--- config.mk ---
export PLATFORM = sky130hd
export DESIGN_NAME = branch_resolve_unit
export DESIGN_NICKNAME = d
export VERILOG_FILES = /design/src/rtl/bru_pkg.sv /design/src/rtl/bru_update_fifo.sv /design/src/rtl/branch_resolve_unit.sv
export SDC_FILE = /design/constraint.sdc
export NUM_CORES = 1
export LEC_CHECK = 0
export ABC_AREA = 1
export CAP_MARGIN = 10
export CORE_MARGIN = 2
export CORE_UTILIZATION = 41
export DETAILED_ROUTE_END_ITERATION = 8
export PLACE_DENSITY_LB_ADDON = 0.08
export SYNTH_ARGS = -nofsm -noshare
export SYNTH_HDL_FRONTEND = slang
export SYNTH_SLANG_ARGS = --single-unit
--- constraint.sdc ---
create_clock -name Clk -period 13 [get_ports Clk]
set_input_delay 2.6 -clock Clk [delete_from_list [all_inputs] [get_ports Clk]]
set_output_delay 2.6 -clock Clk [all_outputs]
set_load 0.02 [all_outputs]
--- src/rtl/bru_pkg.sv ---
// Shared encodings and constants for the branch resolve unit and its update FIFO.
package bru_pkg;

  typedef enum logic [2:0] {
    BR_BEQ  = 3'b000,
    BR_BNE  = 3'b001,
    BR_BLEZ = 3'b010,
    BR_BGTZ = 3'b011,
    BR_BLTZ = 3'b100,
    BR_BGEZ = 3'b101
  } branch_op_e;

  localparam int PC_INCR = 4;
  localparam int STATS_W = 32;

endpackage

--- src/rtl/bru_update_fifo.sv ---
// Circular-buffer FIFO holding resolved branches until the BTB drains them.
// Head is read straight from storage, so a new entry is never visible in its push cycle.
module bru_update_fifo #(
  parameter int WIDTH = 65,
  parameter int DEPTH = 4
) (
  input  logic             Clk,
  input  logic             Reset,
  input  logic             push,
  input  logic [WIDTH-1:0] push_data,
  input  logic             pop,
  output logic             full,
  output logic             empty,
  output logic [WIDTH-1:0] head
);

  localparam int PTR_W = $clog2(DEPTH);
  localparam logic [PTR_W:0] FULL_COUNT = DEPTH[PTR_W:0];

  logic [WIDTH-1:0] mem [DEPTH];
  logic [PTR_W-1:0] wr_ptr;
  logic [PTR_W-1:0] rd_ptr;
  logic [PTR_W:0]   count;
  logic             do_push;
  logic             do_pop;

  assign full    = (count == FULL_COUNT);
  assign empty   = (count == '0);
  assign do_push = push & ~full;
  assign do_pop  = pop & ~empty;
  assign head    = mem[rd_ptr];

  // Pointers wrap naturally because DEPTH is a power of two.
  always_ff @(posedge Clk or posedge Reset) begin
    if (Reset) begin
      wr_ptr <= '0;
      rd_ptr <= '0;
      count  <= '0;
      for (int i = 0; i < DEPTH; i++) begin
        mem[i] <= '0;
      end
    end else begin
      if (do_push) begin
        mem[wr_ptr] <= push_data;
        wr_ptr      <= wr_ptr + PTR_W'(1);
      end
      if (do_pop) begin
        rd_ptr <= rd_ptr + PTR_W'(1);
      end
      case ({do_push, do_pop})
        2'b10:   count <= count + (PTR_W+1)'(1);
        2'b01:   count <= count - (PTR_W+1)'(1);
        default: count <= count;
      endcase
    end
  end

endmodule

--- src/rtl/branch_resolve_unit.sv ---
// Registered MIPS branch resolution with mispredict/redirect and a BTB update queue.
// Define BRU_STATS_EN to add saturating BranchCount/MispredCount outputs.
module branch_resolve_unit
  import bru_pkg::*;
#(
  parameter int DATA_W     = 32,
  parameter int ADDR_W     = 32,
  parameter int FIFO_DEPTH = 4
) (
  input  logic              Clk,
  input  logic              Reset,
  input  logic              InValid,
  output logic              InReady,
  input  logic [DATA_W-1:0] ReadA,
  input  logic [DATA_W-1:0] ReadB,
  input  logic [2:0]        BranchOp,
  input  logic [ADDR_W-1:0] BranchPC,
  input  logic [ADDR_W-1:0] BranchTarget,
  input  logic              PredTaken,
  input  logic [ADDR_W-1:0] PredTarget,
  output logic              ResValid,
  output logic              BranchResult,
  output logic              Mispredict,
  output logic [ADDR_W-1:0] RedirectPC,
  output logic              UpdValid,
  input  logic              UpdReady,
  output logic [ADDR_W-1:0] UpdPC,
  output logic [ADDR_W-1:0] UpdTarget,
`ifdef BRU_STATS_EN
  output logic [STATS_W-1:0] BranchCount,
  output logic [STATS_W-1:0] MispredCount,
`endif
  output logic              UpdTaken
);

  localparam int UPD_W = 2 * ADDR_W + 1;

  logic              accept;
  logic              taken;
  logic              mispred_next;
  logic [ADDR_W-1:0] redirect_next;
  logic              a_neg;
  logic              a_zero;
  logic              fifo_full;
  logic              fifo_empty;
  logic [UPD_W-1:0]  fifo_head;

  assign accept  = InValid & InReady;
  assign InReady = ~fifo_full;
  assign a_neg   = ReadA[DATA_W-1];
  assign a_zero  = (ReadA == '0);

  always_comb begin
    taken = 1'b0;
    case (BranchOp)
      BR_BEQ:  taken = (ReadA == ReadB);
      BR_BNE:  taken = (ReadA != ReadB);
      BR_BLEZ: taken = a_neg | a_zero;
      BR_BGTZ: taken = ~a_neg & ~a_zero;
      BR_BLTZ: taken = a_neg;
      BR_BGEZ: taken = ~a_neg;
      default: taken = 1'b0;
    endcase
  end

  assign mispred_next  = (taken != PredTaken) |
                         (taken & PredTaken & (PredTarget != BranchTarget));
  assign redirect_next = taken ? BranchTarget : BranchPC + ADDR_W'(PC_INCR);

  // Result fields only update on accept so they hold between resolutions.
  always_ff @(posedge Clk or posedge Reset) begin
    if (Reset) begin
      ResValid     <= 1'b0;
      BranchResult <= 1'b0;
      Mispredict   <= 1'b0;
      RedirectPC   <= '0;
    end else begin
      ResValid <= accept;
      if (accept) begin
        BranchResult <= taken;
        Mispredict   <= mispred_next;
        RedirectPC   <= redirect_next;
      end
    end
  end

  bru_update_fifo #(
    .WIDTH (UPD_W),
    .DEPTH (FIFO_DEPTH)
  ) u_update_fifo (
    .Clk       (Clk),
    .Reset     (Reset),
    .push      (accept),
    .push_data ({BranchPC, BranchTarget, taken}),
    .pop       (UpdReady),
    .full      (fifo_full),
    .empty     (fifo_empty),
    .head      (fifo_head)
  );

  assign UpdValid  = ~fifo_empty;
  assign UpdPC     = fifo_head[UPD_W-1 -: ADDR_W];
  assign UpdTarget = fifo_head[ADDR_W:1];
  assign UpdTaken  = fifo_head[0];

`ifdef BRU_STATS_EN
  always_ff @(posedge Clk or posedge Reset) begin
    if (Reset) begin
      BranchCount  <= '0;
      MispredCount <= '0;
    end else begin
      if (accept && (BranchCount != '1)) begin
        BranchCount <= BranchCount + STATS_W'(1);
      end
      if (ResValid && Mispredict && (MispredCount != '1)) begin
        MispredCount <= MispredCount + STATS_W'(1);
      end
    end
  end
`endif

endmodule

# After elaboration in Yosys (flattened, before gate mapping)
# Cells that the tools add are included.
[totals]
elab_cells = 59
inputBits = 168
reg_bits = 302
output_inout_bits = 102
[classes]
reduce_logical = 5
n_eq_ne = 12
n_lt_le_gt_ge = 3
bitwise_logic = 14
addsub = 5
n_mux = 9
[ops]
columns = ["op", "n"]
rows = [
  ["$bwmux 260", 1],
  ["$mux 65", 3],
  ["$bmux 65 s2", 1],
  ["$demux 65 s2", 1],
  ["$ne 32x32->1", 2],
  ["$add 32x3->32 const B", 1],
  ["$eq 32x32->1", 1],
  ["$logic_not 32->1", 1],
  ["$mux 32", 1],
  ["$eq 3x3->1 const B", 3],
  ["$and 1x1->1", 6],
  ["$eq 3x2->1 const B", 2],
  ["$ge 3x3->1 const B", 2],
  ["$logic_not 3->1", 2],
  ["$not 2->3", 2],
  ["$pmux 1 s6", 1],
  ["$pmux 3 s2", 1],
  ["$add 2x1->2 const B", 2],
  ["$not 1->1", 4],
  ["$add 3x1->3 const B", 1],
  ["$eq 3x1->1 const B", 1],
  ["$lt 3x1->1 const B", 1],
  ["$sub 3x1->3 const B", 1],
  ["$eq 2x1->1 const B", 1],
  ["5 further kinds", 6],
]

# Longest topological paths before layout
# Gate-level depths: netlist (run 1).
[depth]
depth_word = 7
mapped_depth = 15
mapped_depth_nobuf = 14

# Cells and area by module
# Synthesis (run 1) repeated with hierarchy kept, for this count alone.
[hier_totals]
hier_cells = 2188
area_unflattened_um2 = 16986.3
[modules_own_cells]
columns = ["mod", "instances", "area_each_um2", "cells_per_inst"]
rows = [
  ["bru_update_fifo", 1, 13106.3, 1648],
  ["branch_resolve_unit", 1, 3880.0, 540],
]

# Least setup slack after synthesis (run 1)
# No wires, ideal clock.
[synth_path]
path_kind = "input to register"
startpoint = "in InValid"
endpoint = "reg u_update_fifo.count[2]"
t_required_ps = 12869
cell_stages = 8
arrival_time_ps = 3991
path_slack_ps = 8878
path_buffers = 1
cell_sequence = "nand2_2 > clkbuf_1 > ha_1 > inv_1 > fa_1 > a21oi_1 > o21ai_0 > xor2_1"
[synth_via]
elab_chain_len = 4
[synth_lines]
columns = ["item", "line", "rtl"]
rows = [
  ["start: declaration", "branch_resolve_unit.sv:12", "input logic InValid,"],
  ["$and 1x1->1 (*)", "branch_resolve_unit.sv:48", "assign accept = InValid & InReady;"],
  ["$and 1x1->1 (*)", "bru_update_fifo.sv:29", "assign do_push = push & ~full;"],
  ["$eq 2x1->1 / $eq 2x2->1 (equally long branches)", "bru_update_fifo.sv:50", "case ({do_push, do_pop})"],
  ["$pmux 3 s2 / $reduce_bool 2->1 (equally long branches)", "-", ""],
  ["end signal: assignment", "bru_update_fifo.sv:51", "2'b10: count <= count + (PTR_W+1)'(1);"],
  ["end signal: assignment", "bru_update_fifo.sv:52", "2'b01: count <= count - (PTR_W+1)'(1);"],
  ["end signal: assignment", "bru_update_fifo.sv:53", "default: count <= count;"],
  ["end: declaration", "bru_update_fifo.sv:23", "logic [PTR_W:0] count;"],
]
# Mark *: on every way between the ends. The rest lies on a longest branch, timed or not.
# A chain may end at the register's enable or synchronous reset.

# Worst setup path after layout (run 1)
[layout_path]
startpoint = "reg u_update_fifo.rd_ptr[0]"
endpoint = "out UpdPC[22]"
[layout_via]
elab_chain_len = 4
[layout_lines]
columns = ["item", "line", "rtl"]
rows = [
  ["start: declaration", "bru_update_fifo.sv:22", "logic [PTR_W-1:0] rd_ptr;"],
  ["start signal: assignment", "bru_update_fifo.sv:48", "rd_ptr <= rd_ptr + PTR_W'(1);"],
  ["$not 2->3 (not written as such)", "bru_update_fifo.sv:31", "assign head = mem[rd_ptr];"],
  ["$bmux 65 s2", "bru_update_fifo.sv:31", ""],
  ["$mux 65 (not written as such) (2 in a row)", "bru_update_fifo.sv:31", ""],
  ["end: declaration", "branch_resolve_unit.sv:27", "output logic [ADDR_W-1:0] UpdPC,"],
]
# Every way passes these cells. The select of a mux whose other input is x is not followed.

==> run_results.csv, run 1 <==
group,metric,value,unit
status,run_status,"finished, final reports clean",
sta,hold_violations,0,
cts,cts-buffers-inserted,36,
critical_path,r2r_start,"u_update_fifo.count[0]",
cts,clock-root-buffer,"sky130_fd_sc_hd__clkbuf_16",
critical_path,worstPathCellList,"inv_4, buf_4, o21ai_0, o22ai_1, clkdlybuf4s50_1",
cts,max-clock-path-buffers,3,
power_and_ir_drop,cellPowerDensity,252,mW/mm^2
critical_path,worst_setup_path_endpoint,"UpdPC[22]",
layout,fin_nets,2215,
layout,post_route_cells_drive_above_1_share,0.0557,
synth,synth.ff_latch_count,302,
critical_path,cp_top_delay_family,"buffers and inverters",
sta,max_slew.worst_pin.slew,1.07,ns
layout,layout.filler_cells,3417,
critical_path,worst-endpoint-required,10.40,ns
synth,main_area_contributors_after_synthesis,"sky130_fd_sc_hd__dfrtp_1, sky130_fd_sc_hd__o21ai_0, sky130_fd_sc_hd__nand2_1, sky130_fd_sc_hd__nor2_1, sky130_fd_sc_hd__o22ai_1",
placement,dpl.hpwl,31200,um
critical_path,critical_path.reg2reg.endpoint,"u_update_fifo.mem[58]",
critical_path,critical-path-slowest-cell,"sky130_fd_sc_hd__buf_4",
cts,post_cts_buffers,0,
global_route,antenna_found_initial,0,
synth,seq_area_frac_synth,0.505,
cts,htree_levels,2,
power_and_ir_drop,static_leakage_power,8.54,nW
global_route,track_usage,0.243,
cts,worst_skew_pair.late_latency,0.51,ns
placement,buffer_ports.inserted,269,
sta,max_slew_margin,0.284,
synth,netlist.top_cell.by_area,"sky130_fd_sc_hd__dfrtp_1",
routing,route.antenna.remaining_nets,0,
routing,routed_wirelength,46700,um
critical_path,cp.arrival,3.63,ns
floorplanning,die_h,195,um
synth,yosys.area.top_type_share,0.505,
global_route,overflow,0,
floorplanning,dieArea,0.0380,mm^2
floorplanning,fp.coreArea,0.0357,mm^2
synth,yosysWarnings,0,
synth,netlist_area,0.0150,mm^2
routing,route.detailed.drc,0,
floorplanning,initial_standard_cell_utilization_of_the_core,0.419,
sta,setup_repair_after_global_routing_missed_its_margin,"false",
sta,fin_worst_hold_slack,0.476,ns
layout,insertedDiodeCount,0,
layout,syn_to_final_growth,27.2,%
critical_path,critical_path_buf_inv_count,3,
synth,number_of_flops_mapped_to_enable_cells_by_yosys,0,
critical_path,setup.worst_path.start_class,"flip-flop",
cts,cts-resized-gates,0,
critical_path,reg2reg_setup_slack,9.91,ns
global_route,number_of_global_route_vias_before_repair,12678,
cts,clk_transition_reported_paths,0.06,ns
global_route,largest_net_degree_at_the_start_of_global_routing,162,
sta,timing.setup.tns,0,ns
critical_path,path_class,"reg2out",
critical_path,cp_slowest_stage_delay,0.73,ns
synth,syn_area_per_cell,8.13,um^2
critical_path,crit_start,"u_update_fifo.rd_ptr[0]",
global_route,grt_first_pass_wirelength,72700,um
sta,timing.final.crit_period,6.23,ns
floorplanning,die_width,195,um
worst_hold_path,worstHoldStart,"u_update_fifo.count[0]",
routing,first_iter_violations,1427,
sta,slew_viol_final,0,
power_and_ir_drop,ir_worst_vdd,0.124,mV
critical_path,worst_r2r_path_depth,8,
routing,dr_total_vias,13415,
layout,final_cell_mix,"sky130_fd_sc_hd__nand2_1, sky130_fd_sc_hd__o21ai_0, sky130_fd_sc_hd__dfrtp_1, sky130_fd_sc_hd__clkdlybuf4s50_1, sky130_fd_sc_hd__nor2_1",
sta,fmax,0.161,GHz
synth,netlist-cell-type-count,32,
critical_path,crit_fanout,90,
floorplanning,num_io_pins,270,
worst_hold_path,hold_path.class,"reg2reg",
synth,postSynthCellCount,1841,
synth,synth_nets,2017,
routing,vias_per_cell,5.31,
routing,post_drt_wl_per_cell,18.5,um
synth,postSynth.asyncResetShare,1.00,
sta,finalCritPeriodShare,0.479,
critical_path,worst_setup_ep_type,"output port",
cts,tritoncts_num_sinks,302,
flow_run,maxCapViolations,0,
synth,post_synth_top_flop,"sky130_fd_sc_hd__dfrtp_1",
cts,cts_hold_buf,0,
floorplanning,rows,69,
cts,tritoncts,"done",
routing,first_pass_iters,8,
sta,clock_skew,0.0139,ns
layout,layout_commonest_cell,"sky130_fd_sc_hd__nand2_1",
placement,gp_congestion,0.882,
critical_path,cp_num_cells,5,
sta,setup-violations-final,0,
[cell families after synthesis]
kind of cell / count (synthesis) / synth area share
compound gates: 463 / 0.160
xor+xnor: 73 / 0.0427
fa+ha+maj: 8 / 0.00719
buf+inv: 226 / 0.0635
flops: 302 / 0.505
simple gates: 769 / 0.221
[cell type report]
class / instances / area (um^2) / share of cell area
clock buffer: 55 / 1080 / 0.0570
clock inverter: 8 / 121 / 0.00638
inverter: 107 / 413 / 0.0217
multi-input combinational: 1313 / 6480 / 0.341
sequential: 302 / 7560 / 0.398
tap: 461 / 577 / 0.0303
timing repair buffer: 279 / 2780 / 0.146
[worst min path at each step]
stage | cells after the start | endpoint
floorplan | 2 | u_update_fifo.mem[130]
detailed placement | 2 | u_update_fifo.mem[87]
global placement | 2 | u_update_fifo.mem[158]
global route | 2 | u_update_fifo.mem[65]
finish | 1 | u_update_fifo.count[0]
CTS | 1 | u_update_fifo.count[0]
[registers in the layout, summed over array words and instances (netlist names)]
signal	cells
u_update_fifo.mem	260
RedirectPC	32
u_update_fifo.count	3
u_update_fifo.rd_ptr	2
u_update_fifo.wr_ptr	2
BranchResult	1
Mispredict	1
ResValid	1
[through the flow]
stage          setup WS, ns  utilization  instance area (um^2)  std cells  power, mW
2_1_floorplan          2.05            -                 15000       1841       2.87
3_3_place_gp           7.32        0.499                 17800       2462       3.77
3_5_place_dp           7.30        0.499                 17800       2462       3.80
4_1_cts                6.74        0.532                 19000       2525       4.84
5_1_grt                6.55        0.532                 19000       2525       5.12
6_report               6.77        0.532                 19000       2525       4.79
[synth_stat cells, types with 2 or more instances]
library cell,n
sky130_fd_sc_hd__xnor2_1,35
sky130_fd_sc_hd__buf_1,2
sky130_fd_sc_hd__nor3_1,22
sky130_fd_sc_hd__xor2_1,38
sky130_fd_sc_hd__inv_2,5
sky130_fd_sc_hd__nor2_1,175
sky130_fd_sc_hd__buf_2,46
sky130_fd_sc_hd__nand4_1,40
sky130_fd_sc_hd__dfrtp_1,302
sky130_fd_sc_hd__or2_2,8
sky130_fd_sc_hd__nand2_2,2
sky130_fd_sc_hd__nand3_1,74
sky130_fd_sc_hd__and2_1,2
sky130_fd_sc_hd__nor2_4,2
sky130_fd_sc_hd__nand2_1,417
sky130_fd_sc_hd__ha_1,7
sky130_fd_sc_hd__o22ai_1,65
sky130_fd_sc_hd__inv_1,101
sky130_fd_sc_hd__nor2_2,2
sky130_fd_sc_hd__nand3_2,20
sky130_fd_sc_hd__a21oi_1,4
sky130_fd_sc_hd__o21ai_0,393
sky130_fd_sc_hd__buf_12,2
sky130_fd_sc_hd__clkbuf_1,68
sky130_fd_sc_hd__nor3_2,2
[layer usage]
metal  part of all wire  vias up  GRT usage
met5                  0        -          0
met4              0.019        0     0.0585
met3              0.079       60     0.0418
met2               0.46      504      0.390
met1               0.44     6356      0.345
li1                   -     6495          -
[power breakdown]
group	total (mW)	internal, mW	switching, mW
registers	1.67	1.37	0.306
clock network	1.02	0.633	0.386
logic	2.10	0.857	1.25
total	4.79	2.86	1.94
Power figures use the tool's default switching activity.
==> inputs of run 2 (changes only) <==
==> constraint.sdc (replaced) <==
create_clock -name Clk -period 6.5 [get_ports Clk]
set_input_delay 1.3 -clock Clk [delete_from_list [all_inputs] [get_ports Clk]]
set_output_delay 1.3 -clock Clk [all_outputs]
set_load 0.02 [all_outputs]
==> run_results.csv, run 2 (synthesized netlist as in run 1, its figures left out) <==
group,metric,value,unit
sta,timing.final.crit_period,4.91,ns
critical_path,reg2reg_setup_slack,3.31,ns
global_route,overflow,0,
layout,syn_to_final_growth,27.1,%
layout,post_route_cells_drive_above_1_share,0.0562,
floorplanning,dieArea,0.0380,mm^2
layout,max_reg_flops,260,
global_route,grt_first_pass_wirelength,73400,um
global_route,antenna_found_initial,0,
floorplanning,die_width,195,um
critical_path,worst_setup_ep_type,"output port",
cts,cts-resized-gates,0,
sta,max_slew_margin,0.233,
critical_path,critical_path.reg2reg.endpoint,"u_update_fifo.mem[238]",
status,run_status,"finished, final reports clean",
cts,cts-buffers-inserted,36,
power_and_ir_drop,pwr-share-seq,0.342,
cts,clk_transition_reported_paths,0.06,ns
power_and_ir_drop,share_comb_of_total_power,0.452,
floorplanning,die_h,195,um
sta,max_slew.worst_pin.slew,1.15,ns
routing,route.antenna.remaining_nets,0,
power_and_ir_drop,p_int,5.68,mW
cts,cts_hold_buf,0,
critical_path,worst_r2r_path_depth,8,
placement,gp_congestion,0.876,
critical_path,cp.arrival,3.61,ns
cts,max-clock-path-buffers,3,
layout,registers.top_by_ff_count,"u_update_fifo.mem",
sta,fin_worst_hold_slack,0.476,ns
cts,tritoncts,"done",
worst_hold_path,hold_end,"u_update_fifo.mem[148]",
critical_path,worst-endpoint-required,5.20,ns
routing,post_drt_wl_per_cell,18.5,um
routing,dr_total_vias,13311,
routing,routed_wirelength,46800,um
power_and_ir_drop,ir_worst_vdd,0.240,mV
layout,layout_commonest_cell,"sky130_fd_sc_hd__nand2_1",
placement,placedInstanceArea,0.0179,mm^2
placement,place.detailed.instances,2465,
layout,post-route-util,0.532,
layout,insertedDiodeCount,0,
floorplanning,initial_standard_cell_utilization_of_the_core,0.419,
layout,final_cell_mix,"sky130_fd_sc_hd__nand2_1, sky130_fd_sc_hd__o21ai_0, sky130_fd_sc_hd__dfrtp_1, sky130_fd_sc_hd__clkdlybuf4s50_1, sky130_fd_sc_hd__nor2_1",
layout,cell_area_after_layout,0.0190,mm^2
sta,timing.setup.tns,0,ns
worst_hold_path,hold_path.class,"reg2reg",
sta,setup-violations-final,0,
cts,post_cts_buffers,0,
power_and_ir_drop,cellPowerDensity,501,mW/mm^2
routing,first_iter_violations,1267,
floorplanning,fp.coreArea,0.0357,mm^2
layout,largest_registers_ranked_by_flip_flop_count,"u_update_fifo.mem: 260 flops, RedirectPC: 32 flops, u_update_fifo.count: 3 flops",
placement,buffer_ports.inserted,269,
placement,dpl.hpwl,31200,um
floorplanning,num_io_pins,270,
global_route,number_of_global_route_vias_before_repair,12700,
power_and_ir_drop,p_sw_frac,0.404,
routing,route.detailed.drc,0,
power_and_ir_drop,net-switching-power,3.85,mW
critical_path,path_class,"reg2out",
layout,stdcell_count,2524,
power_and_ir_drop,clockPowerShare,0.207,
critical_path,r2r_start,"u_update_fifo.count[0]",
flow_run,maxCapViolations,0,
global_route,track_usage,0.244,
routing,vias_per_cell,5.27,
cts,worst_skew_pair.late_latency,0.51,ns
sta,fmax,0.204,GHz
sta,clock_skew,0.0142,ns
sta,slew_viol_final,0,
global_route,largest_net_degree_at_the_start_of_global_routing,113,
cts,clock-root-buffer,"sky130_fd_sc_hd__clkbuf_16",
sta,hold_violations,0,
routing,first_pass_iters,6,
cts,tritoncts_num_sinks,302,
cts,htree_levels,2,
sta,setup_repair_after_global_routing_missed_its_margin,"false",
critical_path,setup.worst_path.start_class,"flip-flop",
worst_hold_path,worstHoldStart,"u_update_fifo.mem[148]",
worst_hold_path,hold_path_depth,2,
layout,fin_nets,2218,
sta,finalCritPeriodShare,0.755,
power_and_ir_drop,static_leakage_power,8.53,nW
critical_path,crit_fanout,77,
floorplanning,rows,69,
## run 2: worst max-delay path by stage
stage,startpoint,endpoint,slack (ns),depth (start not counted)
floorplan,Reset,BranchResult,1.18,1
CTS,u_update_fifo.rd_ptr[0],UpdPC[10],1.61,5
detailed placement,InValid,u_update_fifo.mem[180],2.16,8
finish,u_update_fifo.rd_ptr[0],UpdPC[10],1.59,5
global route,u_update_fifo.rd_ptr[0],UpdPC[10],1.36,5
global placement,InValid,u_update_fifo.mem[154],2.16,8
## run 2: layer usage
metal | track usage | part of all wire | up-vias
li1 | - | - | 6497
met4 | 0.0560 | 0.020 | 0
met3 | 0.0451 | 0.073 | 60
met1 | 0.349 | 0.45 | 6268
met5 | 0 | 0 | -
met2 | 0.387 | 0.45 | 486
## run 2: layout make-up
| class | instances | area, um^2 |
|---|---|---|
| clock inverters | 6 | 82.6 |
| well taps | 461 | 577 |
| inverters | 107 | 407 |
| clock buffers | 53 | 1080 |
| repair buffers | 282 | 2830 |
| fillers | 3435 | 16700 |
| multi-input cells | 1313 | 6480 |
| flip-flops and latches | 302 | 7560 |
## run 2: critical path, stage by stage, from the launching register on
cell,delay [ns]
sky130_fd_sc_hd__dfrtp_4,0.80
sky130_fd_sc_hd__clkinv_2,0.79
sky130_fd_sc_hd__buf_12,0.45
sky130_fd_sc_hd__o21ai_0,0.24
sky130_fd_sc_hd__o22ai_1,0.12
sky130_fd_sc_hd__clkdlybuf4s50_1,0.56
## run 2: through the flow
step                      worst slack (ns)  total power [mW]
after detailed placement              2.16              7.60
after floorplan                       1.18              5.74
after global routing                  1.36              10.2
after global placement                2.16              7.54
after CTS                             1.61              9.62
final                                 1.59              9.53
## run 2: power by group through the flow
stage          clock [mW]  sequential (mW)  combinational [mW]
3_5_place_dp            0             3.27                4.33
4_1_cts              2.01             3.25                4.36
6_report             1.97             3.26                4.31
2_1_floorplan           0             3.19                2.54
5_1_grt              2.08             3.35                4.77
3_3_place_gp            0             3.26                4.28
